### src/rtl/branch_hazard_ctrl_pkg.sv
// branch_pkg: shared constants and types for the decode-stage branch
// controller (branch_hazard_ctrl).
//   OP_*      branch opcodes decoded from instr_D[31:26]
//   FWD_*     D-stage operand source select encodings
//   state_e   controller state (run / holding a stalled branch)
//   is_branch / uses_rt  opcode classification helpers
package branch_pkg;

   localparam logic [5:0] OP_BEQ  = 6'b000100;
   localparam logic [5:0] OP_BNE  = 6'b000101;
   localparam logic [5:0] OP_BGTZ = 6'b000111;
   localparam logic [5:0] OP_BGE  = 6'b111111;

   localparam logic [1:0] FWD_GPR = 2'b00;
   localparam logic [1:0] FWD_M   = 2'b01;
   localparam logic [1:0] FWD_W   = 2'b10;

   typedef enum logic {
      ST_RUN,
      ST_HOLD
   } state_e;

   function automatic logic is_branch(input logic [5:0] op);
      return (op == OP_BEQ) || (op == OP_BNE) || (op == OP_BGTZ) || (op == OP_BGE);
   endfunction

   // bgtz compares rs against zero, so its rt field carries no operand
   function automatic logic uses_rt(input logic [5:0] op);
      return (op == OP_BEQ) || (op == OP_BNE) || (op == OP_BGE);
   endfunction

endpackage

### src/rtl/branch_hazard_ctrl_if.sv
// branch_hazard_ctrl_if: pipeline-facing signal bundle of the branch
// controller.
//   instr_D, regwrite/dst/load of E/M/W, cmp_eq, cmp_ge : pipeline -> ctrl
//   stall_D, fwd_rs_D, fwd_rt_D, br_valid, br_taken,
//   err_stall, cnt_branch, cnt_taken, cnt_stall        : ctrl -> pipeline
// Modports: master = pipeline side, slave = controller side.
interface branch_hazard_ctrl_if #(
   parameter int unsigned CNT_W = 32
);
   logic [31:0]      instr_D;
   logic             regwrite_E;
   logic [4:0]       dst_E;
   logic             regwrite_M;
   logic             load_M;
   logic [4:0]       dst_M;
   logic             regwrite_W;
   logic [4:0]       dst_W;
   logic             cmp_eq;
   logic             cmp_ge;
   logic             stall_D;
   logic [1:0]       fwd_rs_D;
   logic [1:0]       fwd_rt_D;
   logic             br_valid;
   logic             br_taken;
   logic             err_stall;
   logic [CNT_W-1:0] cnt_branch;
   logic [CNT_W-1:0] cnt_taken;
   logic [CNT_W-1:0] cnt_stall;

   modport master (
      output instr_D, regwrite_E, dst_E, regwrite_M, load_M, dst_M,
             regwrite_W, dst_W, cmp_eq, cmp_ge,
      input  stall_D, fwd_rs_D, fwd_rt_D, br_valid, br_taken, err_stall,
             cnt_branch, cnt_taken, cnt_stall
   );

   modport slave (
      input  instr_D, regwrite_E, dst_E, regwrite_M, load_M, dst_M,
             regwrite_W, dst_W, cmp_eq, cmp_ge,
      output stall_D, fwd_rs_D, fwd_rt_D, br_valid, br_taken, err_stall,
             cnt_branch, cnt_taken, cnt_stall
   );
endinterface

### src/rtl/branch_hazard_ctrl_operand_hazard.sv
// branch_operand_hazard: classifies one branch source register against the
// in-flight E/M/W writers.
//   used          operand is read by the branch in D
//   r             source register number
//   regwrite_*, dst_*, load_M   pipeline writer state
//   hazard        operand value not yet obtainable in D
//   fwd           operand source select (FWD_GPR / FWD_M / FWD_W)
import branch_pkg::*;

module branch_operand_hazard (
   input  logic       used,
   input  logic [4:0] r,
   input  logic       regwrite_E,
   input  logic [4:0] dst_E,
   input  logic       regwrite_M,
   input  logic       load_M,
   input  logic [4:0] dst_M,
   input  logic       regwrite_W,
   input  logic [4:0] dst_W,
   output logic       hazard,
   output logic [1:0] fwd
);

   // Youngest writer wins; $0 is hardwired and never waits.
   always_comb begin
      hazard = 1'b0;
      fwd    = FWD_GPR;
      if (used && (r != 5'd0)) begin
         if (regwrite_E && (dst_E == r)) begin
            hazard = 1'b1;
         end else if (regwrite_M && (dst_M == r)) begin
            if (load_M) hazard = 1'b1;
            else        fwd    = FWD_M;
         end else if (regwrite_W && (dst_W == r)) begin
            fwd = FWD_W;
         end
      end
   end

endmodule

### src/rtl/branch_hazard_ctrl.sv
// branch_hazard_ctrl: decode-stage branch controller. Detects RAW hazards on
// branch operands, selects D-stage forwarding, stalls F/D until operands are
// available and emits one resolution pulse (br_valid/br_taken) per branch.
// A watchdog sets sticky err_stall once one branch has stalled MAX_STALL cycles.
// Ports: clk, reset (async, active low), bus (branch_hazard_ctrl_if.slave).
// Parameters: MAX_STALL (watchdog threshold), CNT_W (stats counter width).
// Build option: define BRANCH_STATS_EN to build the branch/taken/stall
// counters; otherwise cnt_* read as zero.
import branch_pkg::*;

module branch_hazard_ctrl #(
   parameter int unsigned MAX_STALL = 3,
   parameter int unsigned CNT_W     = 32
) (
   input logic                 clk,
   input logic                 reset,
   branch_hazard_ctrl_if.slave bus
);

   localparam int unsigned     SC_W      = (MAX_STALL < 2) ? 1 : $clog2(MAX_STALL + 1);
   localparam logic [SC_W-1:0] STALL_MAX = SC_W'(MAX_STALL);

   logic [5:0]      opcode;
   logic            branch;
   logic            rt_used;
   logic            rs_haz, rt_haz;
   logic [1:0]      rs_fwd, rt_fwd;
   logic            hazard;
   logic            stall, valid, taken;
   state_e          state, state_next;
   logic [SC_W-1:0] stall_cnt, stall_cnt_next;
   logic            err_stall, err_next;
   logic            unused_low;

   assign unused_low = ^bus.instr_D[15:0];

   always_comb begin
      opcode  = bus.instr_D[31:26];
      branch  = is_branch(opcode);
      rt_used = branch && uses_rt(opcode);
   end

   branch_operand_hazard u_rs (
      .used       (branch),
      .r          (bus.instr_D[25:21]),
      .regwrite_E (bus.regwrite_E),
      .dst_E      (bus.dst_E),
      .regwrite_M (bus.regwrite_M),
      .load_M     (bus.load_M),
      .dst_M      (bus.dst_M),
      .regwrite_W (bus.regwrite_W),
      .dst_W      (bus.dst_W),
      .hazard     (rs_haz),
      .fwd        (rs_fwd)
   );

   branch_operand_hazard u_rt (
      .used       (rt_used),
      .r          (bus.instr_D[20:16]),
      .regwrite_E (bus.regwrite_E),
      .dst_E      (bus.dst_E),
      .regwrite_M (bus.regwrite_M),
      .load_M     (bus.load_M),
      .dst_M      (bus.dst_M),
      .regwrite_W (bus.regwrite_W),
      .dst_W      (bus.dst_W),
      .hazard     (rt_haz),
      .fwd        (rt_fwd)
   );

   // Outputs are forced quiet while reset is held low, independent of inputs.
   always_comb begin
      hazard = rs_haz || rt_haz;
      stall  = reset && branch && hazard;
      valid  = reset && branch && !hazard;
      taken  = valid && ((opcode == OP_BGE) ? bus.cmp_ge : bus.cmp_eq);
   end

   always_comb begin
      state_next     = state;
      stall_cnt_next = stall_cnt;
      unique case (state)
         ST_RUN: begin
            if (hazard) begin
               state_next     = ST_HOLD;
               stall_cnt_next = SC_W'(1);
            end
         end
         ST_HOLD: begin
            // hazard is zero for a non-branch, so a flush also returns to RUN
            if (hazard) begin
               if (stall_cnt != STALL_MAX) stall_cnt_next = stall_cnt + SC_W'(1);
            end else begin
               state_next     = ST_RUN;
               stall_cnt_next = '0;
            end
         end
         default: begin
            state_next     = ST_RUN;
            stall_cnt_next = '0;
         end
      endcase
      err_next = err_stall || (stall_cnt_next == STALL_MAX);
   end

   always_ff @(posedge clk or negedge reset) begin
      if (!reset) begin
         state     <= ST_RUN;
         stall_cnt <= '0;
         err_stall <= 1'b0;
      end else begin
         state     <= state_next;
         stall_cnt <= stall_cnt_next;
         err_stall <= err_next;
      end
   end

   assign bus.stall_D   = stall;
   assign bus.br_valid  = valid;
   assign bus.br_taken  = taken;
   assign bus.fwd_rs_D  = reset ? rs_fwd : FWD_GPR;
   assign bus.fwd_rt_D  = reset ? rt_fwd : FWD_GPR;
   assign bus.err_stall = err_stall;

`ifdef BRANCH_STATS_EN
   logic [CNT_W-1:0] cnt_branch, cnt_taken, cnt_stall;

   always_ff @(posedge clk or negedge reset) begin
      if (!reset) begin
         cnt_branch <= '0;
         cnt_taken  <= '0;
         cnt_stall  <= '0;
      end else begin
         cnt_branch <= cnt_branch + CNT_W'(valid);
         cnt_taken  <= cnt_taken + CNT_W'(taken);
         cnt_stall  <= cnt_stall + CNT_W'(stall);
      end
   end

   assign bus.cnt_branch = cnt_branch;
   assign bus.cnt_taken  = cnt_taken;
   assign bus.cnt_stall  = cnt_stall;
`else
   logic [CNT_W-1:0] cnt_zero;

   assign cnt_zero       = '0;
   assign bus.cnt_branch = cnt_zero;
   assign bus.cnt_taken  = cnt_zero;
   assign bus.cnt_stall  = cnt_zero;
`endif

endmodule

### src/flat_wrapper.sv
// flat-port wrapper written by rule: the top's interface ports become plain ports
module branch_hazard_ctrl_flat 
#(
   parameter int unsigned MAX_STALL = 3,
   parameter int unsigned CNT_W     = 32
)
  (clk, reset, bus_instr_D, bus_regwrite_E, bus_dst_E, bus_regwrite_M, bus_load_M, bus_dst_M, bus_regwrite_W, bus_dst_W, bus_cmp_eq, bus_cmp_ge, bus_stall_D, bus_fwd_rs_D, bus_fwd_rt_D, bus_br_valid, bus_br_taken, bus_err_stall, bus_cnt_branch, bus_cnt_taken, bus_cnt_stall);
  branch_hazard_ctrl_if #(.CNT_W(CNT_W)) bus_i ();
  input logic clk;
  input logic reset;
  input wire logic [$bits(bus_i.instr_D)-1:0] bus_instr_D;
  input wire logic [$bits(bus_i.regwrite_E)-1:0] bus_regwrite_E;
  input wire logic [$bits(bus_i.dst_E)-1:0] bus_dst_E;
  input wire logic [$bits(bus_i.regwrite_M)-1:0] bus_regwrite_M;
  input wire logic [$bits(bus_i.load_M)-1:0] bus_load_M;
  input wire logic [$bits(bus_i.dst_M)-1:0] bus_dst_M;
  input wire logic [$bits(bus_i.regwrite_W)-1:0] bus_regwrite_W;
  input wire logic [$bits(bus_i.dst_W)-1:0] bus_dst_W;
  input wire logic [$bits(bus_i.cmp_eq)-1:0] bus_cmp_eq;
  input wire logic [$bits(bus_i.cmp_ge)-1:0] bus_cmp_ge;
  output wire logic [$bits(bus_i.stall_D)-1:0] bus_stall_D;
  output wire logic [$bits(bus_i.fwd_rs_D)-1:0] bus_fwd_rs_D;
  output wire logic [$bits(bus_i.fwd_rt_D)-1:0] bus_fwd_rt_D;
  output wire logic [$bits(bus_i.br_valid)-1:0] bus_br_valid;
  output wire logic [$bits(bus_i.br_taken)-1:0] bus_br_taken;
  output wire logic [$bits(bus_i.err_stall)-1:0] bus_err_stall;
  output wire logic [$bits(bus_i.cnt_branch)-1:0] bus_cnt_branch;
  output wire logic [$bits(bus_i.cnt_taken)-1:0] bus_cnt_taken;
  output wire logic [$bits(bus_i.cnt_stall)-1:0] bus_cnt_stall;
  assign bus_i.instr_D = bus_instr_D;
  assign bus_i.regwrite_E = bus_regwrite_E;
  assign bus_i.dst_E = bus_dst_E;
  assign bus_i.regwrite_M = bus_regwrite_M;
  assign bus_i.load_M = bus_load_M;
  assign bus_i.dst_M = bus_dst_M;
  assign bus_i.regwrite_W = bus_regwrite_W;
  assign bus_i.dst_W = bus_dst_W;
  assign bus_i.cmp_eq = bus_cmp_eq;
  assign bus_i.cmp_ge = bus_cmp_ge;
  assign bus_stall_D = bus_i.stall_D;
  assign bus_fwd_rs_D = bus_i.fwd_rs_D;
  assign bus_fwd_rt_D = bus_i.fwd_rt_D;
  assign bus_br_valid = bus_i.br_valid;
  assign bus_br_taken = bus_i.br_taken;
  assign bus_err_stall = bus_i.err_stall;
  assign bus_cnt_branch = bus_i.cnt_branch;
  assign bus_cnt_taken = bus_i.cnt_taken;
  assign bus_cnt_stall = bus_i.cnt_stall;
  branch_hazard_ctrl #(.MAX_STALL(MAX_STALL), .CNT_W(CNT_W)) u_core (.clk(clk), .reset(reset), .bus(bus_i));
endmodule
### config.mk
export PLATFORM = sky130hd
export DESIGN_NAME = branch_hazard_ctrl_flat
export DESIGN_NICKNAME = d
export VERILOG_FILES = /design/src/rtl/branch_hazard_ctrl_pkg.sv /design/src/rtl/branch_hazard_ctrl_if.sv /design/src/rtl/branch_hazard_ctrl_operand_hazard.sv /design/src/rtl/branch_hazard_ctrl.sv /design/src/flat_wrapper.sv
export SDC_FILE = /design/constraint.sdc
export NUM_CORES = 1
export LEC_CHECK = 0
export CAP_MARGIN = 20
export CELL_PAD_IN_SITES_DETAIL_PLACEMENT = 2
export CELL_PAD_IN_SITES_GLOBAL_PLACEMENT = 2
export CORE_ASPECT_RATIO = 1.2
export CORE_UTILIZATION = 12
export CTS_CLUSTER_SIZE = 14
export DETAILED_ROUTE_END_ITERATION = 8
export PLACE_DENSITY = 0.87
export SYNTH_ARGS = -nofsm -noshare
export SYNTH_HDL_FRONTEND = slang
export SYNTH_SLANG_ARGS = --single-unit
### constraint.sdc
create_clock -name clk -period 2.43 [get_ports clk]
set_input_delay 0.729 -clock clk [delete_from_list [all_inputs] [get_ports clk]]
set_output_delay 0.729 -clock clk [all_outputs]
set_load 0.1 [all_outputs]
==> summary.txt <==
Outcome
  – Outcome: finished, violations left
  – Violated checks: negative setup slack

Synthesis
  – Dominant cells by area after synthesis: buf_4, xor2_1, dfrtp_1
  – Yosys cell types: 31
  – EDFF count, synth: 0
  – Yosys reg bits: 4
  – Post-synth top area share: 49.48%
  – Seq/Total Area, Yosys: 6.873%
  – Ys flop type: dfrtp_1
  – Post-Syn Instances: 187
  – Synth Cell Area: 1456 µm²
  – Average cell area after synthesis: 7.788 µm²
  – Post-synthesis async set-or-reset flop share: 100.0%
  – Yosys Warn Count: 0
  – Top cell type by total area after synthesis: buf_4

Timing
  – Final hold vios: 0
  – RSZ-0062 raised after global routing: true
  – Fin crit period: 3.039 ns
  – Final Skew: 0.001133 ns
  – Pins Over Slew Limit: 0
  – Worst setup margin: -0.6088 ns
  – Peak Freq: 0.3291 GHz
  – Period Utilization, post-route: 125.1%
  – Final setup fails: 7

Worst setup path
  – Crit path kind: in2out
  – Worst Setup End Kind: primary output
  – Crit start category: input port
  – Arr. time, crit path: 2.31 ns
  – CP Max Fanout: 4
  – CP required: 1.70 ns

Routing
  – Vias per cell: 3.025
  – # DRC: 0
  – DR vias: 1,325
  – Pre-Repair DR Iteration Count: 4
  – Routed wire per std cell: 12.38 µm
  – 1st-iter DRT viols: 11
  – Drt total wl: 5422 µm
  – Final ANT Viol Nets: 0

Clock network
  – Max Buffers Root-to-Sink: 2
  – CTS Root Buffer Type: clkbuf_16
  – Num Clock Sinks: 4
  – Clock transition at the registers of the reported paths: 0.03 ns
  – Cts hold-fix bufs: 0
  – Worst-skew pair later-pin latency: 0.22 ns
  – TritonCTS Buffers: 3
  – CTS tree: yes
  – CTS H-Tree Depth: 1

Placed design
  – Detail Placement HPWL: 4597 µm
  – Worst slack at placement: -0.9625 ns
  – Dpl cell area: 2166 µm²
  – Placed Cells: 420
  – PortBufs: 46
  – RePlAce Congestion: 0.7735

Power and ir drop
  – Peak VDD IR: 0.0002035 V
  – Power per cell area: 537.1 nW/µm²
  – Leak: 1.147 nW

Floorplanning
  – Die width: 102.6 µm
  – Die Area: 12,580 µm²
  – Die Ht: 122.7 µm
  – IO Pins: 159
  – Core footprint: 11,670 µm²
  – Initial core utilization: 12.47%
  – Num rows: 43

Layout
  – Non-Filler Instances: 438
  – Final Instance Area: 2467 µm²
  – Most frequent cells in the layout: conb_1, buf_4, xor2_1
  – Share of cells above drive strength 1: 41.43%
  – Fill cells: 1,375
  – Nets: 337
  – Commonest non-fill, non-tap cell in the layout: conb_1
  – Area Growth Syn to Fin: 69.42%

Global routing
  – Grt ovf: 0
  – Initial antenna violation count: 3
  – GRT Overall Usage: 8.074%
  – Largest net degree at the start of global routing: 5
  – First-pass GRT wire length: 7527 µm
  – Vias in the first global route: 1,423

Worst hold path
  – HP Class: reg2reg

Run
  – Max_cap viols: 0
-- logic make-up (layout without fill, tap and decap cells) --
kind of cell / Yosys count / after routing / share of synthesized area, %
compound gates: 12 / 12 / 6.959
xor+xnor: 30 / 30 / 18.04
buf+inv: 98 / 96 / 50.00
flops: 4 / 4 / 6.873
mux: 1 / 1 / 0.6873
other cells: 1 / 97 / 0.2575
simple gates: 41 / 41 / 17.18
-- final timing paths --
check                                       endpoint  slack [ns]  cells after the start                 start
min in group asynchronous        u_core.stall_cnt[1]        0.91                      2                 reset
worst min register to register  u_core.bus.err_stall        0.53                      1  u_core.bus.err_stall
worst max register to register  u_core.bus.err_stall        1.26                      3   u_core.stall_cnt[0]
worst max-delay path                    bus_br_valid       -0.61                     10       bus_instr_D[19]
max in group asynchronous               u_core.state        1.41                      2                 reset
worst min-delay path            u_core.bus.err_stall        0.53                      1  u_core.bus.err_stall
-- sequential cells by signal (all words and copies together) (netlist names) --
register / flops
u_core.bus.err_stall: 1
u_core.state: 1
u_core.stall_cnt: 2
-- critical path, stage by stage --
cell and delay [ns]:
buf_2 0.15, or4_4 0.50, o21ai_2 0.14, a21oi_2 0.06
buf_4 0.14, o21ai_4 0.07, nand2_4 0.10, buf_12 0.14
nor2_4 0.10, buf_12 0.18
-- cells in the mapped netlist (all sizes together), types with 2 or more instances --
cell and n:
nand2 5, and3 3, xor2 24, nor4 7, inv 2, and4 2, nor2b 2, a21oi 4
or4 2, nor3 4, nand2b 3, nor2 2, nand4 4, dfrtp 4, nand3 3, buf 96
o21ai 6, xnor2 6
-- cell type report --
cell class / count / area, µm² / share of cell area (%)
multi-input cells: 180 / 1240 / 50.25
repair buffers: 91 / 843.3 / 34.18
well taps: 157 / 196.4 / 7.961
flip-flops and latches: 4 / 100.1 / 4.057
clock buffers: 3 / 75.07 / 3.043
inverters: 2 / 10.01 / 0.4057
diodes: 1 / 2.502 / 0.1014
-- repair_timing --
action                     in CTS  in global routing
pin swaps                      36                 15
cloned                          0                  0
buffers inserted               11                  3
resized for setup             117                 16
setup endpoints to repair       9                  8
-- routing by layer --
| layer | part of all wire, % | vias up | GRT usage [%] | wire (µm) |
|---|---|---|---|---|
| met4 | 0.53 | 0 | 1.161 | 29 |
| met5 | 0 | - | 0 | 0 |
| met2 | 56 | 98 | 16.71 | 3061 |
| li1 | - | 610 | - | - |
| met1 | 30 | 613 | 7.414 | 1634 |
| met3 | 13 | 4 | 2.847 | 697 |
-- metrics by stage --
| step | setup TNS (ns) | power, W | hold WS [ns] | utilization [%] |
|---|---|---|---|---|
| 2_1_floorplan | -3.701 | 0.0009806 | 0.4334 | - |
| 3_3_place_gp | -6.878 | 0.001010 | 0.4585 | 18.55 |
| 3_5_place_dp | -7.560 | 0.001026 | 0.4964 | 18.55 |
| 4_1_cts | -3.842 | 0.001306 | 0.5436 | 20.48 |
| 5_1_grt | -4.022 | 0.001365 | 0.5672 | 21.11 |
| 6_report | -3.624 | 0.001325 | 0.5319 | 21.13 |
-- power by group --
group,switching (W),internal [W]
clock network,0.0000484,0.000210
registers,0.0000132,0.0000823
logic,0.000819,0.000152
total,0.000881,0.000445
(Power assumes the default switching activity.)
